[src/rtl/exc_pkg.sv]
// Shared definitions for the machine-mode exception unit: CSR addresses,
// trap cause codes, CSR write modes and FSM state encoding.
package exc_pkg;

  localparam logic [11:0] CSR_MSTATUS = 12'h300;
  localparam logic [11:0] CSR_MIE     = 12'h304;
  localparam logic [11:0] CSR_MTVEC   = 12'h305;
  localparam logic [11:0] CSR_MEPC    = 12'h341;
  localparam logic [11:0] CSR_MCAUSE  = 12'h342;
  localparam logic [11:0] CSR_MTVAL   = 12'h343;
  localparam logic [11:0] CSR_MIP     = 12'h344;

  localparam logic [5:0] CAUSE_ILLEGAL     = 6'd2;
  localparam logic [5:0] CAUSE_ECALL_M     = 6'd11;
  localparam logic [5:0] CAUSE_LOAD_FAULT  = 6'd5;
  localparam logic [5:0] CAUSE_STORE_FAULT = 6'd7;
  localparam logic [5:0] CAUSE_IRQ_BASE    = 6'd16;

  localparam int MSTATUS_MIE_BIT  = 3;
  localparam int MSTATUS_MPIE_BIT = 7;

  typedef enum logic [1:0] {
    WSC_NONE  = 2'b00,
    WSC_WRITE = 2'b01,
    WSC_SET   = 2'b10,
    WSC_CLEAR = 2'b11
  } wsc_mode_e;

  typedef enum logic [1:0] {
    ST_IDLE = 2'd0,
    ST_TRAP = 2'd1,
    ST_RET  = 2'd2
  } exc_state_e;

endpackage

[src/rtl/csr_file_px.sv]
// Machine-mode CSR storage with combinational read mux. Trap and mret
// updates take precedence over instruction writes.
module csr_file_px
  import exc_pkg::*;
#(
  parameter int XLEN    = 32,
  parameter int NUM_IRQ = 4
) (
  input  logic               clk,
  input  logic               rst,
  input  logic               csr_we,
  input  logic [1:0]         csr_wsc_mode,
  input  logic [11:0]        csr_addr,
  input  logic [XLEN-1:0]    csr_operand,
  output logic [XLEN-1:0]    csr_r_data,
  input  logic [NUM_IRQ-1:0] irq,
  input  logic               trap_take,
  input  logic [XLEN-1:0]    trap_mepc,
  input  logic [XLEN-1:0]    trap_mcause,
  input  logic [XLEN-1:0]    trap_mtval,
  input  logic               mret_take,
  output logic               mstatus_mie,
  output logic [NUM_IRQ-1:0] mie_bits,
  output logic [XLEN-1:0]    mtvec,
  output logic [XLEN-1:0]    mepc
);

  logic               mie_reg, mpie_reg;
  logic [NUM_IRQ-1:0] mie_en_reg;
  logic [XLEN-1:0]    mtvec_reg, mepc_reg, mcause_reg, mtval_reg;
  logic [XLEN-1:0]    raw_rd, wr_value;

  always_comb begin
    raw_rd = '0;
    case (csr_addr)
      CSR_MSTATUS: begin
        raw_rd[MSTATUS_MIE_BIT]  = mie_reg;
        raw_rd[MSTATUS_MPIE_BIT] = mpie_reg;
      end
      CSR_MIE:    raw_rd[NUM_IRQ-1:0] = mie_en_reg;
      CSR_MTVEC:  raw_rd = mtvec_reg;
      CSR_MEPC:   raw_rd = mepc_reg;
      CSR_MCAUSE: raw_rd = mcause_reg;
      CSR_MTVAL:  raw_rd = mtval_reg;
      CSR_MIP:    raw_rd[NUM_IRQ-1:0] = irq;
      default:    raw_rd = '0;
    endcase
  end

  // mip follows irq directly, so the read port is masked during reset
  assign csr_r_data = rst ? raw_rd : '0;

  always_comb begin
    case (wsc_mode_e'(csr_wsc_mode))
      WSC_WRITE: wr_value = csr_operand;
      WSC_SET:   wr_value = raw_rd | csr_operand;
      WSC_CLEAR: wr_value = raw_rd & ~csr_operand;
      default:   wr_value = raw_rd;
    endcase
  end

  always_ff @(posedge clk or negedge rst) begin
    if (!rst) begin
      mie_reg    <= 1'b0;
      mpie_reg   <= 1'b0;
      mie_en_reg <= '0;
      mtvec_reg  <= '0;
      mepc_reg   <= '0;
      mcause_reg <= '0;
      mtval_reg  <= '0;
    end else if (trap_take) begin
      mepc_reg   <= trap_mepc;
      mcause_reg <= trap_mcause;
      mtval_reg  <= trap_mtval;
      mpie_reg   <= mie_reg;
      mie_reg    <= 1'b0;
    end else if (mret_take) begin
      mie_reg    <= mpie_reg;
      mpie_reg   <= 1'b1;
    end else if (csr_we) begin
      case (csr_addr)
        CSR_MSTATUS: begin
          mie_reg  <= wr_value[MSTATUS_MIE_BIT];
          mpie_reg <= wr_value[MSTATUS_MPIE_BIT];
        end
        CSR_MIE:    mie_en_reg <= wr_value[NUM_IRQ-1:0];
        CSR_MTVEC:  mtvec_reg  <= wr_value;
        CSR_MEPC:   mepc_reg   <= wr_value;
        CSR_MCAUSE: mcause_reg <= wr_value;
        CSR_MTVAL:  mtval_reg  <= wr_value;
        default: ;
      endcase
    end
  end

  assign mstatus_mie = mie_reg;
  assign mie_bits    = mie_en_reg;
  assign mtvec       = mtvec_reg;
  assign mepc        = mepc_reg;

endmodule

[src/rtl/exception_unit_px.sv]
// Machine-mode trap controller: prioritises exceptions, mret and interrupts
// sampled in the MEM stage, redirects fetch and flushes the pipeline.
module exception_unit_px
  import exc_pkg::*;
#(
  parameter int XLEN        = 32,
  parameter int NUM_IRQ     = 4,
  parameter bit VECTORED_EN = 1'b1
) (
  input  logic               clk,
  input  logic               rst,
  input  logic               csr_rw_in,
  input  logic [1:0]         csr_wsc_mode_in,
  input  logic               csr_w_imm_mux,
  input  logic [11:0]        csr_rw_addr_in,
  input  logic [XLEN-1:0]    csr_w_data_reg,
  input  logic [4:0]         csr_w_data_imm,
  output logic [XLEN-1:0]    csr_r_data_out,
  input  logic [NUM_IRQ-1:0] irq,
  input  logic               illegal_inst,
  input  logic               ecall_m,
  input  logic               l_access_fault,
  input  logic               s_access_fault,
  input  logic               mret,
  input  logic [XLEN-1:0]    epc_cur,
  input  logic [XLEN-1:0]    epc_next,
  input  logic [XLEN-1:0]    fault_addr,
  output logic [XLEN-1:0]    PC_redirect,
  output logic               redirect_mux,
  output logic               reg_FD_flush,
  output logic               reg_DE_flush,
  output logic               reg_EM_flush,
  output logic               reg_MW_flush,
  output logic               RegWrite_cancel,
  output logic               trap_busy
);

  exc_state_e state_reg, state_next;

  logic               mstatus_mie;
  logic [NUM_IRQ-1:0] mie_bits, irq_pend;
  logic [XLEN-1:0]    mtvec, mepc, trap_base, csr_operand;
  logic [XLEN-1:0]    trap_mepc, trap_mcause, trap_mtval;
  logic               exc_valid, exc_has_tval, irq_valid;
  logic [5:0]         exc_cause, irq_cause;
  logic [3:0]         irq_idx;
  logic               trap_take, mret_take, csr_we;

  always_comb begin
    exc_valid    = 1'b1;
    exc_has_tval = 1'b0;
    exc_cause    = '0;
    if (illegal_inst)        exc_cause = CAUSE_ILLEGAL;
    else if (ecall_m)        exc_cause = CAUSE_ECALL_M;
    else if (l_access_fault) begin exc_cause = CAUSE_LOAD_FAULT;  exc_has_tval = 1'b1; end
    else if (s_access_fault) begin exc_cause = CAUSE_STORE_FAULT; exc_has_tval = 1'b1; end
    else                     exc_valid = 1'b0;
  end

  // Scan downward so the lowest pending index is the one left standing
  assign irq_pend = irq & mie_bits;
  always_comb begin
    irq_idx = '0;
    for (int i = NUM_IRQ - 1; i >= 0; i--) begin
      if (irq_pend[i]) irq_idx = 4'(i);
    end
  end
  assign irq_valid = mstatus_mie && (|irq_pend);
  assign irq_cause = CAUSE_IRQ_BASE + {2'b00, irq_idx};
  assign trap_base = {mtvec[XLEN-1:2], 2'b00};

  always_comb begin
    state_next      = state_reg;
    trap_take       = 1'b0;
    mret_take       = 1'b0;
    trap_mepc       = '0;
    trap_mcause     = '0;
    trap_mtval      = '0;
    PC_redirect     = '0;
    redirect_mux    = 1'b0;
    reg_FD_flush    = 1'b0;
    reg_DE_flush    = 1'b0;
    reg_EM_flush    = 1'b0;
    reg_MW_flush    = 1'b0;
    RegWrite_cancel = 1'b0;
    case (state_reg)
      ST_IDLE: begin
        if (rst && exc_valid) begin
          state_next      = ST_TRAP;
          trap_take       = 1'b1;
          trap_mepc       = epc_cur;
          trap_mcause     = {{(XLEN-6){1'b0}}, exc_cause};
          trap_mtval      = exc_has_tval ? fault_addr : '0;
          PC_redirect     = trap_base;
          redirect_mux    = 1'b1;
          reg_FD_flush    = 1'b1;
          reg_DE_flush    = 1'b1;
          reg_EM_flush    = 1'b1;
          reg_MW_flush    = 1'b1;
          RegWrite_cancel = 1'b1;
        end else if (rst && mret) begin
          state_next   = ST_RET;
          mret_take    = 1'b1;
          PC_redirect  = mepc;
          redirect_mux = 1'b1;
          reg_FD_flush = 1'b1;
          reg_DE_flush = 1'b1;
        end else if (rst && irq_valid) begin
          state_next   = ST_TRAP;
          trap_take    = 1'b1;
          trap_mepc    = epc_next;
          trap_mcause  = {1'b1, {(XLEN-7){1'b0}}, irq_cause};
          PC_redirect  = trap_base;
          if (VECTORED_EN && mtvec[1:0] == 2'b01)
            PC_redirect = trap_base + {{(XLEN-8){1'b0}}, irq_cause, 2'b00};
          redirect_mux = 1'b1;
          reg_FD_flush = 1'b1;
          reg_DE_flush = 1'b1;
          reg_EM_flush = 1'b1;
        end
      end
      ST_TRAP, ST_RET: begin
        state_next   = ST_IDLE;
        reg_FD_flush = 1'b1;
      end
      default: state_next = ST_IDLE;
    endcase
  end

  always_ff @(posedge clk or negedge rst) begin
    if (!rst) state_reg <= ST_IDLE;
    else      state_reg <= state_next;
  end

  assign trap_busy   = (state_reg != ST_IDLE);
  assign csr_operand = csr_w_imm_mux ? {{(XLEN-5){1'b0}}, csr_w_data_imm} : csr_w_data_reg;
  // An instruction that traps or returns must not commit its CSR write
  assign csr_we      = csr_rw_in && (csr_wsc_mode_in != WSC_NONE) && !trap_take && !mret_take;

  csr_file_px #(.XLEN(XLEN), .NUM_IRQ(NUM_IRQ)) u_csr (
    .clk          (clk),
    .rst          (rst),
    .csr_we       (csr_we),
    .csr_wsc_mode (csr_wsc_mode_in),
    .csr_addr     (csr_rw_addr_in),
    .csr_operand  (csr_operand),
    .csr_r_data   (csr_r_data_out),
    .irq          (irq),
    .trap_take    (trap_take),
    .trap_mepc    (trap_mepc),
    .trap_mcause  (trap_mcause),
    .trap_mtval   (trap_mtval),
    .mret_take    (mret_take),
    .mstatus_mie  (mstatus_mie),
    .mie_bits     (mie_bits),
    .mtvec        (mtvec),
    .mepc         (mepc)
  );

endmodule

[config.mk]
export PLATFORM = sky130hd
export DESIGN_NAME = exception_unit_px
export DESIGN_NICKNAME = d
export VERILOG_FILES = /design/src/rtl/exc_pkg.sv /design/src/rtl/csr_file_px.sv /design/src/rtl/exception_unit_px.sv
export SDC_FILE = /design/constraint.sdc
export NUM_CORES = 1
export LEC_CHECK = 0
export CORE_MARGIN = 4
export CORE_UTILIZATION = 41
export DETAILED_ROUTE_END_ITERATION = 12
export HOLD_SLACK_MARGIN = 0.05
export PLACE_DENSITY = 0.75
export SLEW_MARGIN = 10
export SYNTH_ARGS = -nofsm -noshare
export SYNTH_HDL_FRONTEND = slang
export SYNTH_SLANG_ARGS = --single-unit
export TNS_END_PERCENT = 100
[constraint.sdc]
create_clock -name clk -period 5.75 [get_ports clk]
set_input_delay 1.15 -clock clk [delete_from_list [all_inputs] [get_ports clk]]
set_output_delay 1.15 -clock clk [all_outputs]
set_load 0.02 [all_outputs]
# Yosys cells after proc, flatten, opt, wreduce, memory -nomap -nowiden
# Cells that the tools add are included.
[word_totals]
wordCells = 132
reg_bits = 136
output_inout_bits = 71
[op_classes]
n_mux = 75
n_bitwise = 6
add_sub_neg = 2
n_eq_ne = 15
reduce_logical = 26
[op_table]
columns = ["operator", "count"]
rows = [
  ["$mux 32", 30],
  ["$pmux 24 s4", 1],
  ["$pmux 32 s3", 1],
  ["$eq 12x10->1 const B", 7],
  ["$add 32x8->32", 1],
  ["$and 32x32->32", 1],
  ["$not 32->32", 1],
  ["$or 32x32->32", 1],
  ["$mux 1", 26],
  ["$mux 4", 5],
  ["$pmux 3 s6", 1],
  ["$pmux 3 s4", 1],
  ["$reduce_bool 2->1", 6],
  ["$mux 2", 5],
  ["$reduce_and 3->1", 3],
  ["$reduce_and 4->1", 2],
  ["$logic_and 1x1->1", 7],
  ["$pmux 1 s7", 1],
  ["$add 5x4->6 const A", 1],
  ["$eq 2x1->1 const B", 3],
  ["$eq 2x2->1 const B", 3],
  ["$mux 3", 2],
  ["$reduce_bool 3->1", 2],
  ["$pmux 1 s5", 1],
  ["other kinds (10)", 12],
]

# Longest topological paths before layout
# Gate-level depths: netlist of the first run.
[logic_depth]
depth_word = 14
ltp_mapped = 14
depth_no_buf = 13

# Modules after synthesis
# Synthesis of the first run repeated with hierarchy kept, for this count alone.
[unflattened]
cells_unflattened = 1253
area_unflattened_um2 = 10575.1
[modules_own_cells]
columns = ["module", "cells_per_inst", "seq_area_each_um2", "area_per_inst_um2", "n_inst"]
rows = [
  ["csr_file_px", 871, 3353.2, 8107.8, 1],
  ["exception_unit_px", 382, 50.0, 2467.4, 1],
]

# Least setup slack after synthesis of the first run
# Ideal clock, no wire load.
[synth_timing]
kind = "in2out"
from = "in irq[2]"
to = "out PC_redirect[20]"
slack_ps = 1091
arrival_time_ps = 3509
n_path_buf = 1
required_time_ps = 4600
stages = 13
cell_sequence = "nand2_1 -> a32oi_1 -> a21oi_1 -> ha_1 -> inv_1 -> fa_1 -> and3b_1 -> o21a_1 -> and2_1 -> clkbuf_1 -> nand4_1 -> xor2_1 -> o21ai_0"
[synth_between]
elab_chain_len = 11
elab_cells_between_ends = 14
cone_classes = "2 x add/sub; 8 x mux; 1 x bitwise; 3 x reduce/logical"
[synth_lines]
columns = ["element", "line", "rtl"]
rows = [
  ["start, declared", "exception_unit_px.sv:19", "input logic [NUM_IRQ-1:0] irq,"],
  ["$and 4x4->4 *", "exception_unit_px.sv:61", "assign irq_pend = irq & mie_bits;"],
  ["$mux 4 (3 in a row)", "exception_unit_px.sv:65", "if (irq_pend[i]) irq_idx = 4'(i);"],
  ["$add 5x4->6", "exception_unit_px.sv:69", "assign irq_cause = CAUSE_IRQ_BASE + {2'b00, irq_idx};"],
  ["$add 32x8->32", "exception_unit_px.sv:115", "PC_redirect = trap_base + {{(XLEN-8){1'b0}}, irq_cause, 2'b00};"],
  ["$mux 32", "exception_unit_px.sv:114", "if (VECTORED_EN && mtvec[1:0] == 2'b01)"],
  ["$mux 32 *", "exception_unit_px.sv:108", "end else if (rst && irq_valid) begin"],
  ["$mux 32 *", "exception_unit_px.sv:101", "end else if (rst && mret) begin"],
  ["$mux 32 *", "exception_unit_px.sv:88", "if (rst && exc_valid) begin"],
  ["$mux 32 *", "exception_unit_px.sv:86", "case (state_reg)"],
  ["end, declared", "exception_unit_px.sv:28", "output logic [XLEN-1:0] PC_redirect,"],
]
# Every way passes the cells marked *; elsewhere a longest branch is shown, timed or not.

# Worst setup path after layout of the first run
[layout_timing]
from = "in irq[3]"
to = "out PC_redirect[19]"
[layout_between]
elab_chain_len = 12
elab_cells_between_ends = 15
cone_classes = "2 x add/sub; 9 x mux; 1 x bitwise; 3 x reduce/logical"
[layout_lines]
columns = ["element", "line"]
rows = [
  ["$and 4x4->4 *", "exception_unit_px.sv:61"],
  ["$mux 2", "exception_unit_px.sv:65"],
  ["$mux 4 (3 in a row)", "exception_unit_px.sv:65"],
  ["$add 5x4->6", "exception_unit_px.sv:69"],
  ["$add 32x8->32", "exception_unit_px.sv:115"],
  ["$mux 32", "exception_unit_px.sv:114"],
  ["$mux 32 *", "exception_unit_px.sv:108"],
  ["$mux 32 *", "exception_unit_px.sv:101"],
  ["$mux 32 *", "exception_unit_px.sv:88"],
  ["$mux 32 *", "exception_unit_px.sv:86"],
]
# Marked as above.

==> summary.md, run 1 <==
| Metric | Value |
|---|---|
| Row count | `57` |
| Async SR Flop Fraction | `1.00` |
| Synth area leader | `dfrtp_1` |
| Cell Area, Synth | `0.0103 mm2` |
| Worst Max-Slew Pin Slew | `1.24 ns` |
| Detailed Place HPWL | `27.7 mm` |
| Most common flop cell mapped by yosys | `dfrtp_1` |
| Count leader, synth | `nand2_1` |
| Status | `complete, no violations` |
| GRT overflow | `0` |
| Internal reg-to-reg setup slack | `2.00 ns` |
| CP Launch Type | `primary input` |
| Logic pwr share | `0.335` |
| Static leakage | `5.49 nW` |
| Syn nets | `1506` |
| Max IR drop VDD | `0.000161 V` |
| # DRC | `0` |
| WP buf/inv | `4` |
| DR WL/cell | `21.7 um` |
| CP Capture Point | `PC_redirect[19]` |
| Worst path slowest cell | `clkdlybuf4s50_1` |
| GP Congestion | `0.967` |
| First-pass GRT wire length | `63.4 mm` |
| Reg2reg end | `u_csr.mepc[29]` |
| Largest net degree at the start of global routing | `75` |
| Hold crit path type | `reg2reg` |
| Design Area, Final | `0.0136 mm2` |
| Critical path cell sequence | `clkdlybuf4s50_1 -> buf_4 -> a22o_1 -> nand2_1 -> inv_1 -> ha_1 -> a21o_1 -> a41o_1 -> and4_2 -> o21ai_0 -> a21oi_1 -> nor2_1 -> clkdlybuf4s50_1` |
| # fillers | `2311` |
| Maximum root-to-sink buffer count | `2` |
| Period minus WS final | `5.58 ns` |
| Pwr Density | `278 mW/mm2` |
| Via count | `11.5k` |
| I/O Buffers | `230` |
| Synthesized flop and latch total | `136` |
| Vias in the first global route | `11.2k` |
| Total Wirelength | `40.4 mm` |
| CP arrival | `4.43 ns` |
| Register share of total power | `0.363` |
| Gr usage total | `0.284` |
| DRT antenna net count | `0` |
| Clock power frac | `0.302` |
| Nets | `1688` |
| Final worst path period share | `0.970` |
| CTS HTree Levels | `4` |
| Final worst clock skew | `0.00711 ns` |
| # Max-Cap Violations | `0` |
| Synth cell types | `66` |
| CP delay by family, top | `buffers and inverters` |
| Drt first pass iters | `6` |
| Reg clk slew, reported paths | `0.06 ns` |
| Mapped Cells | `1341` |
| Slew HR | `0.173` |
| Area after DPL | `0.0129 mm2` |
| Worst endpoint required time | `4.60 ns` |
| Setup CP Type | `in2out` |
| Crit end category | `output pin` |
| Worst reg2reg path depth | `11` |
| P_sw | `0.00138 W` |
| IO Pins | `231` |
| CTS tree | `done` |
| Largest cells by area after synthesis | `dfrtp_1, nand2_1, mux2i_1, o21ai_0, a221oi_1` |
| Hold Violations, Final | `0` |
| Initial antenna violation count | `0` |
| Root Buffer Master | `clkbuf_16` |
| Initial DRC Count | `1390` |
| ANT cells | `0` |
| Layout cells sized above 1 | `0.0820` |
| CTS Hold Bufs | `0` |
| Final Util | `0.553` |
| Levels on crit path | `13` |
| Mean Syn Cell Area | `7.67 um2` |
| Switching part of the total | `0.365` |
| Worst Setup SP | `irq[3]` |
| Seq/Total Area, Yosys | `0.331` |
| Clock sink total | `136` |
| Post-synth top cells | `nand2_1, dfrtp_1, o21ai_0` |
| Final Max Tran Viols | `0` |
| Fmax | `179 MHz` |
| Most numerous cell on the critical path | `clkdlybuf4s50_1` |
| Post-synth EDFFs | `0` |
| Reg2reg start | `state_reg[0]` |
| Clock Latency Late Sink | `0.42 ns` |
| Total Power | `0.00378 W` |
| Yosys top cell area share | `0.331` |
| CP Max Fanout | `8` |
| Die Width | `166 um` |
| Core area | `0.0245 mm2` |
| Setup Viol. Count Final | `0` |
| Starting density of the core | `0.419` |
| Die Ht | `166 um` |
| Cell Int Power | `0.00240 W` |
| Vias per cell | `6.16` |
| Slowest cell delay on critical path | `0.65 ns` |
| Inserted Clock Buffers | `17` |
| Ys Warns | `0` |
| Layout area overhead | `32.0%` |
| Die area | `0.0277 mm2` |
[power by group through the flow]
stage	Sequential (W)	Combinational [W]	Clock, W
floorplan	0.00132	0.000785	0
global placement	0.00137	0.00122	0
detailed placement	0.00138	0.00125	0
CTS	0.00136	0.00125	0.00115
global route	0.00139	0.00138	0.00119
finish	0.00137	0.00126	0.00114
[worst reg2reg max path: cells and delay by family, from the launching register on]
kind	cells	cell delay, ns
buffers and inverters	4	1.37
adders and majority gates	1	0.21
DFF	1	0.38
AOI/OAI and AO/OA	3	1.09
and+or+nand+nor	3	0.61
[layout make-up]
class | count | area, um2 | area share
Clock buffer | 21 | 470 | 0.0346
Sequential cell | 136 | 3400 | 0.251
Tap cell | 324 | 405 | 0.0299
Timing Repair Buffer | 287 | 2750 | 0.203
Clock inverter | 11 | 146 | 0.0108
Inverter | 19 | 71.3 | 0.00525
Multi-Input combinational cell | 1062 | 6330 | 0.466
[routing by layer]
layer	GRT usage	share of wire	wire length, um
met5	0	0	0
met4	0.0793	0.029	1160
met3	0.0631	0.095	3850
met2	0.449	0.46	18500
met1	0.393	0.42	16900
[layout by cell type, fill, tap and decap left out, types with 51 or more instances in the layout]
cell	instances
o21ai_0	118
a221oi_1	51
nor2_1	105
clkdlybuf4s50_1	208
dfrtp_1	136
mux2i_1	63
nor2b_1	56
buf_4	55
a21oi_1	71
o21ai_1	81
nand2_1	195
[timing repair]
action / 4_1_cts / 5_1_grt
endpoints found under the setup margin: 9 / 16
buffers inserted: 0 / 1
pin swaps: 0 / 1
resized for setup: 8 / 21
[kinds of logic (layout without fill, tap and decap cells)]
logic type	Yosys count	count (layout)	synth area share
AOI/OAI and AO/OA	475	475	0.286
adders and majority gates	5	5	0.00681
and+or+nand+nor	479	479	0.222
xor gates and xnor gates	35	35	0.0298
buffers and inverters	143	338	0.0580
DFF	136	136	0.331
muxes	68	68	0.0668
[through the flow]
stage	setup WS (ns)	setup TNS (ns)	instances	hold WS [ns]
floorplan	1.09	0	1341	0.443
global placement	-0.166	-0.769	1827	0.461
detailed placement	-0.195	-0.825	1827	0.473
CTS	0.00743	0	1859	0.486
global route	-0.0187	-0.0257	1860	0.522
finish	0.174	0	1860	0.485
[worst min path at each step]
stage,startpoint,to,slack (ns),cells after the start
finish,u_csr.mcause_reg[21],u_csr.mcause_reg[21],0.48,2
global route,u_csr.mcause_reg[8],u_csr.mcause_reg[8],0.52,2
CTS,u_csr.mcause_reg[5],u_csr.mcause_reg[5],0.49,2
detailed placement,u_csr.mcause_reg[5],u_csr.mcause_reg[5],0.47,2
global placement,u_csr.mcause_reg[5],u_csr.mcause_reg[5],0.46,2
floorplan,u_csr.mcause_reg[7],u_csr.mcause_reg[7],0.44,2
Power figures use the tool's default switching activity.
==> inputs of run 2 (changes only) <==
- CORE_UTILIZATION: 41 -> 35
- PLACE_DENSITY: 0.75 -> 0.69
- clock period: 5.75 -> 5.01 ns (I/O delays scaled with it)
==> run 2 against run 1 <==
Net effect: cell area up 2.7%; global-route usage decreased by 3.5 points; count of clock-buffer cells in the layout fell by 1; clock power up 18%; sequential share of layout area fell by 0.66 points; first-iteration DRC count shrank 22%; die area rose by 16%; highest routed layer is now met5; critical path depth is 5 lower; utilization fell by 7.0 points; setup slack worse by 0.077 ns.
==> summary.md, run 2 (synthesis gave the netlist of run 1 again) <==
| Metric | Value |
|---|---|
| CP Max Fanout | `20` |
| DRT antenna net count | `0` |
| Static leakage | `5.53 nW` |
| Status | `complete, no violations` |
| Root Buffer Master | `clkbuf_16` |
| Setup CP Type | `in2out` |
| WP buf/inv | `3` |
| Reg2reg start | `state_reg[0]` |
| # DRC | `0` |
| Slew HR | `0.380` |
| CTS Hold Bufs | `0` |
| ANT cells | `0` |
| Final worst path period share | `0.981` |
| Worst path slowest cell | `clkdlybuf4s50_1` |
| Layout cells sized above 1 | `0.112` |
| Largest net degree at the start of global routing | `79` |
| Layout area overhead | `35.6%` |
| CP delay by family, top | `simple AND/OR/NAND/NOR gates` |
| Hold Violations, Final | `0` |
| Levels on crit path | `8` |
| Maximum root-to-sink buffer count | `2` |
| Total Power | `0.00441 W` |
| Internal reg-to-reg setup slack | `1.21 ns` |
| I/O Buffers | `230` |
| Gr usage total | `0.249` |
| Area occupied by multi-input gates | `0.00637 mm2` |
| Period minus WS final | `4.91 ns` |
| Pwr Density | `317 mW/mm2` |
| Register Area | `0.00340 mm2` |
| Worst Max-Slew Pin Slew | `0.930 ns` |
| Detailed Place HPWL | `29.6 mm` |
| CP arrival | `3.91 ns` |
| Vias in the first global route | `11.0k` |
| Area after DPL | `0.0133 mm2` |
| Fmax | `204 MHz` |
| CP Capture Point | `csr_r_data_out[4]` |
| Initial antenna violation count | `1` |
| RSZ-0062 raised after global routing | `false` |
| DR WL/cell | `21.7 um` |
| Vias per cell | `5.90` |
| Worst Setup SP | `csr_rw_addr_in[2]` |
| Reg2reg end | `u_csr.mcause_reg[18]` |
| Total Wirelength | `42.1 mm` |
| Die area | `0.0322 mm2` |
| Most frequent cells in the layout | `clkdlybuf4s50_1, nand2_1, dfrtp_1` |
| Design Area, Final | `0.0139 mm2` |
| CP Launch Type | `primary input` |
| CTS tree | `done` |
| Row count | `62` |
| Most common cell after layout, fill and taps aside | `clkdlybuf4s50_1` |
| Starting density of the core | `0.356` |
| Nets | `1713` |
| First-pass GRT wire length | `63.7 mm` |
| Worst reg2reg path depth | `14` |
| # Max-Cap Violations | `0` |
| Inserted Clock Buffers | `17` |
| # fillers | `2779` |
| Core area | `0.0289 mm2` |
| Setup Viol. Count Final | `0` |
| GRT overflow | `0` |
| Slowest cell delay on critical path | `0.60 ns` |
| Worst endpoint required time | `4.01 ns` |
| Clock Latency Late Sink | `0.42 ns` |
| Final Max Tran Viols | `0` |
| IO Pins | `231` |
| Drt first pass iters | `5` |
| GP Congestion | `0.959` |
| Max IR drop VDD | `0.000275 V` |
| Reg clk slew, reported paths | `0.06 ns` |
| Initial DRC Count | `1089` |
| Clock sink total | `136` |
| Via count | `11.5k` |
| CTS HTree Levels | `4` |
| Final Util | `0.483` |
| Critical path cell sequence | `clkdlybuf4s50_1 -> or4_1 -> or4_1 -> buf_4 -> nor2_1 -> a221o_1 -> and2_1 -> clkdlybuf4s50_1` |
| Die Width | `179 um` |
| Hold crit path type | `in2async` |
| Crit end category | `output pin` |
| Final worst clock skew | `0.00868 ns` |
| Die Ht | `179 um` |
[run 2: cell types whose count changed in the layout (fill, tap and decap cells not counted), sizes merged]
cell	previous run	this run
clkdlybuf4s15	1	9
dlymetal6s2s	12	5
clkbuf	24	21
clkinvlp	5	4
clkdlybuf4s50	208	196
bufinv	3	4
dlygate4sd2	2	4
buf	61	97
[run 2: per-stage QoR]
step | hold WS, ns | setup slack, ns | std cells | TNS [ns]
floorplan | 0.443 | 0.647 | 1341 | 0
global placement | 0.459 | -0.639 | 1911 | -7.64
detailed placement | 0.474 | -0.665 | 1911 | -8.76
CTS | 0.423 | -0.174 | 1944 | -0.174
global route | 0.429 | 0.00193 | 1944 | 0
finish | 0.433 | 0.0976 | 1944 | 0
[run 2: layer usage]
layer | wire length (um) | GRT usage | up-vias | share of wire
met3 | 4520 | 0.0772 | 115 | 0.11
met2 | 18700 | 0.384 | 646 | 0.44
met5 | 7 | 0 | - | 0.00017
li1 | - | - | 5289 | -
met4 | 1800 | 0.103 | 2 | 0.043
met1 | 17100 | 0.327 | 5415 | 0.41
[run 2: area by class of cell]
type	count	area share
well taps	384	0.0345
multi-input cells	1062	0.457
clock buffers	20	0.0328
repair buffers	312	0.214
flip-flops and latches	136	0.244
clock inverters	11	0.0124
inverters	19	0.00511
[run 2: how the worst min path moves through the flow]
stage,endpoint,slack [ns]
2_1_floorplan,u_csr.mcause_reg[7],0.44
3_3_place_gp,u_csr.mcause_reg[7],0.46
3_5_place_dp,u_csr.mcause_reg[8],0.47
4_1_cts,u_csr.mtvec[0],0.42
5_1_grt,u_csr.mtvec[0],0.43
6_report,u_csr.mtvec[0],0.43
[run 2: timing repair]
| action | 4_1_cts | 5_1_grt |
|---|---|---|
| gates resized for setup | 74 | 26 |
| endpoints found under the setup margin | 24 | 22 |
| buffers inserted | 2 | 0 |
| pin swaps | 3 | 10 |
[run 2: report_power, final]
group | total [W] | internal [W] | switching (W)
sequential | 0.00158 | 0.00137 | 0.000208
clock | 0.00135 | 0.000857 | 0.000495
combinational | 0.00148 | 0.000590 | 0.000892
total | 0.00441 | 0.00282 | 0.00160
==> inputs of run 3 (changes only) <==
- CORE_ASPECT_RATIO: unset -> 2
==> run 3 against run 2 <==
Net effect: final cell count increased by 0.67%; first-iteration DRC count grew 8.6%; sequential cell count unchanged; clock power about the same; count of clock-buffer cells in the layout rose by 1; sequential share of layout area is 0.36 points lower; global-route usage increased by 5.6 points; utilization up 0.55 points; clock skew grew 0.0013 ns; largest power group unchanged; critical path type unchanged.
==> summary.md, run 3 (synthesis gave the netlist of run 1 again) <==
| Metric | Value |
|---|---|
| Status | `complete, no violations` |
| Setup Viol. Count Final | `0` |
| Worst path slowest cell | `clkdlybuf4s50_1` |
| Place WS | `-0.451 ns` |
| WP buf/inv | `3` |
| Core area | `0.0290 mm2` |
| DRT antenna net count | `0` |
| Period minus WS final | `4.99 ns` |
| Final worst clock skew | `0.00997 ns` |
| CP delay by family, top | `simple AND/OR/NAND/NOR gates` |
| Levels on crit path | `8` |
| Die area | `0.0324 mm2` |
| Most frequent cells in the layout | `clkdlybuf4s50_1, nand2_1, dfrtp_1` |
| Initial DRC Count | `1183` |
| Static leakage | `5.75 nW` |
| Crit end category | `output pin` |
| CP Launch Type | `primary input` |
| Nets | `1749` |
| Total Neg Setup Slack | `0 ns` |
| Worst endpoint required time | `4.01 ns` |
| Design Area, Final | `0.0142 mm2` |
| GRT overflow | `0` |
| # Max-Cap Violations | `0` |
| Initial antenna violation count | `0` |
| Final Util | `0.489` |
| Drt first pass iters | `6` |
| Clock sink total | `136` |
| Vias per cell | `6.06` |
| Slew HR | `0.348` |
| I/O Buffers | `230` |
| Detailed Place HPWL | `38.1 mm` |
| CTS HTree Levels | `4` |
| Most common cell after layout, fill and taps aside | `clkdlybuf4s50_1` |
| Largest net degree at the start of global routing | `84` |
| Hold crit path type | `in2async` |
| Maximum root-to-sink buffer count | `2` |
| Vias in the first global route | `11.7k` |
| Layout cells sized above 1 | `0.127` |
| IO Pins | `231` |
| Critical path cell sequence | `clkdlybuf4s50_1 -> or4_1 -> or4_1 -> buf_12 -> nor2_1 -> a221oi_1 -> nor2b_1 -> clkdlybuf4s50_1` |
| Area after DPL | `0.0134 mm2` |
| CP arrival | `3.99 ns` |
| Setup CP Type | `in2out` |
| Slowest cell delay on critical path | `0.66 ns` |
| Max IR drop VDD | `0.000232 V` |
| First-pass GRT wire length | `73.2 mm` |
| Via count | `11.9k` |
| GP Congestion | `0.992` |
| Clock Latency Late Sink | `0.44 ns` |
| Row count | `88` |
| Final worst path period share | `0.996` |
| Reg clk slew, reported paths | `0.06 ns` |
| Die Ht | `250 um` |
| Starting density of the core | `0.355` |
| Pwr Density | `319 mW/mm2` |
| Inserted Clock Buffers | `17` |
| CTS tree | `done` |
| ANT cells | `0` |
| Die Width | `129 um` |
| Worst Max-Slew Pin Slew | `0.978 ns` |
| Root Buffer Master | `clkbuf_16` |
| Total Wirelength | `50.4 mm` |
| CP Max Fanout | `33` |
| Final Worst Setup Slack | `0.0202 ns` |
| DR WL/cell | `25.8 um` |
| Worst reg2reg path depth | `12` |
| Layout area overhead | `37.6%` |
| Final Max Tran Viols | `0` |
| Hold Violations, Final | `0` |
| Gr usage total | `0.305` |
| # DRC | `0` |
| CTS Hold Bufs | `0` |
| Fmax | `200 MHz` |
## run 3: what timing repair did
item | in CTS | in global routing
endpoints found under the setup margin | 22 | 28
gates resized for setup | 45 | 21
endpoints found under the hold margin | 0 | 0
buffers inserted | 8 | 3
pin swaps | 2 | 5
gates cloned | 0 | 0
## run 3: worst paths after layout
check / to / slack [ns] / startpoint
worst max-delay path: csr_r_data_out[28] / 0.02 / csr_rw_addr_in[7]
worst min-delay path: u_csr.mtvec[8] / 0.39 / rst
worst max register to register: u_csr.mtvec[30] / 1.78 / state_reg[0]
worst min register to register: u_csr.mcause_reg[8] / 0.49 / u_csr.mcause_reg[8]
max in group asynchronous: u_csr.mtval_reg[7] / 3.39 / rst
min in group clk: u_csr.mcause_reg[8] / 0.49 / u_csr.mcause_reg[8]
## run 3: power by group
| group | internal (W) | leakage [nW] | switching [W] | total [W] |
|---|---|---|---|---|
| clock network | 0.000847 | 0.301 | 0.000517 | 0.00136 |
| registers | 0.00137 | 1.82 | 0.000286 | 0.00166 |
| logic | 0.000588 | 3.63 | 0.000905 | 0.00149 |
| total | 0.00281 | 5.75 | 0.00171 | 0.00451 |
## run 3: worst register-to-register path, cell delays in order, from the launching register on
cell and delay (ns):
dfrtp_1 0.38, inv_1 0.06, ha_1 0.19, buf_4 0.22, and4b_1 0.22, o21ai_1 0.17, nor2b_4 0.30, nand2_1 0.25
buf_4 0.23, nand4bb_2 0.43, buf_4 0.41, nand2_1 0.14, o21ai_0 0.09
## run 3: stage by stage
stage / hold WS (ns) / total power (W) / cells
2_1_floorplan: 0.443 / 0.00242 / 1341
3_3_place_gp: 0.463 / 0.00310 / 1915
3_5_place_dp: 0.474 / 0.00314 / 1915
4_1_cts: 0.381 / 0.00449 / 1955
5_1_grt: 0.382 / 0.00471 / 1957
6_report: 0.392 / 0.00451 / 1957
## run 3: cell type report
cell class              count  area (um2)
repair buffers            348        3230
clock buffers              21         450
fillers                  2866       14800
well taps                 360         450
flip-flops and latches    136        3400
clock inverters            11         173
multi-input cells        1062        6370
inverters                  19        71.3
## run 3: layer usage
metal | share of wire | track usage
met4 | 0.11 | 0.282
met2 | 0.50 | 0.514
met5 | 0 | 0
met3 | 0.056 | 0.0401
met1 | 0.33 | 0.319
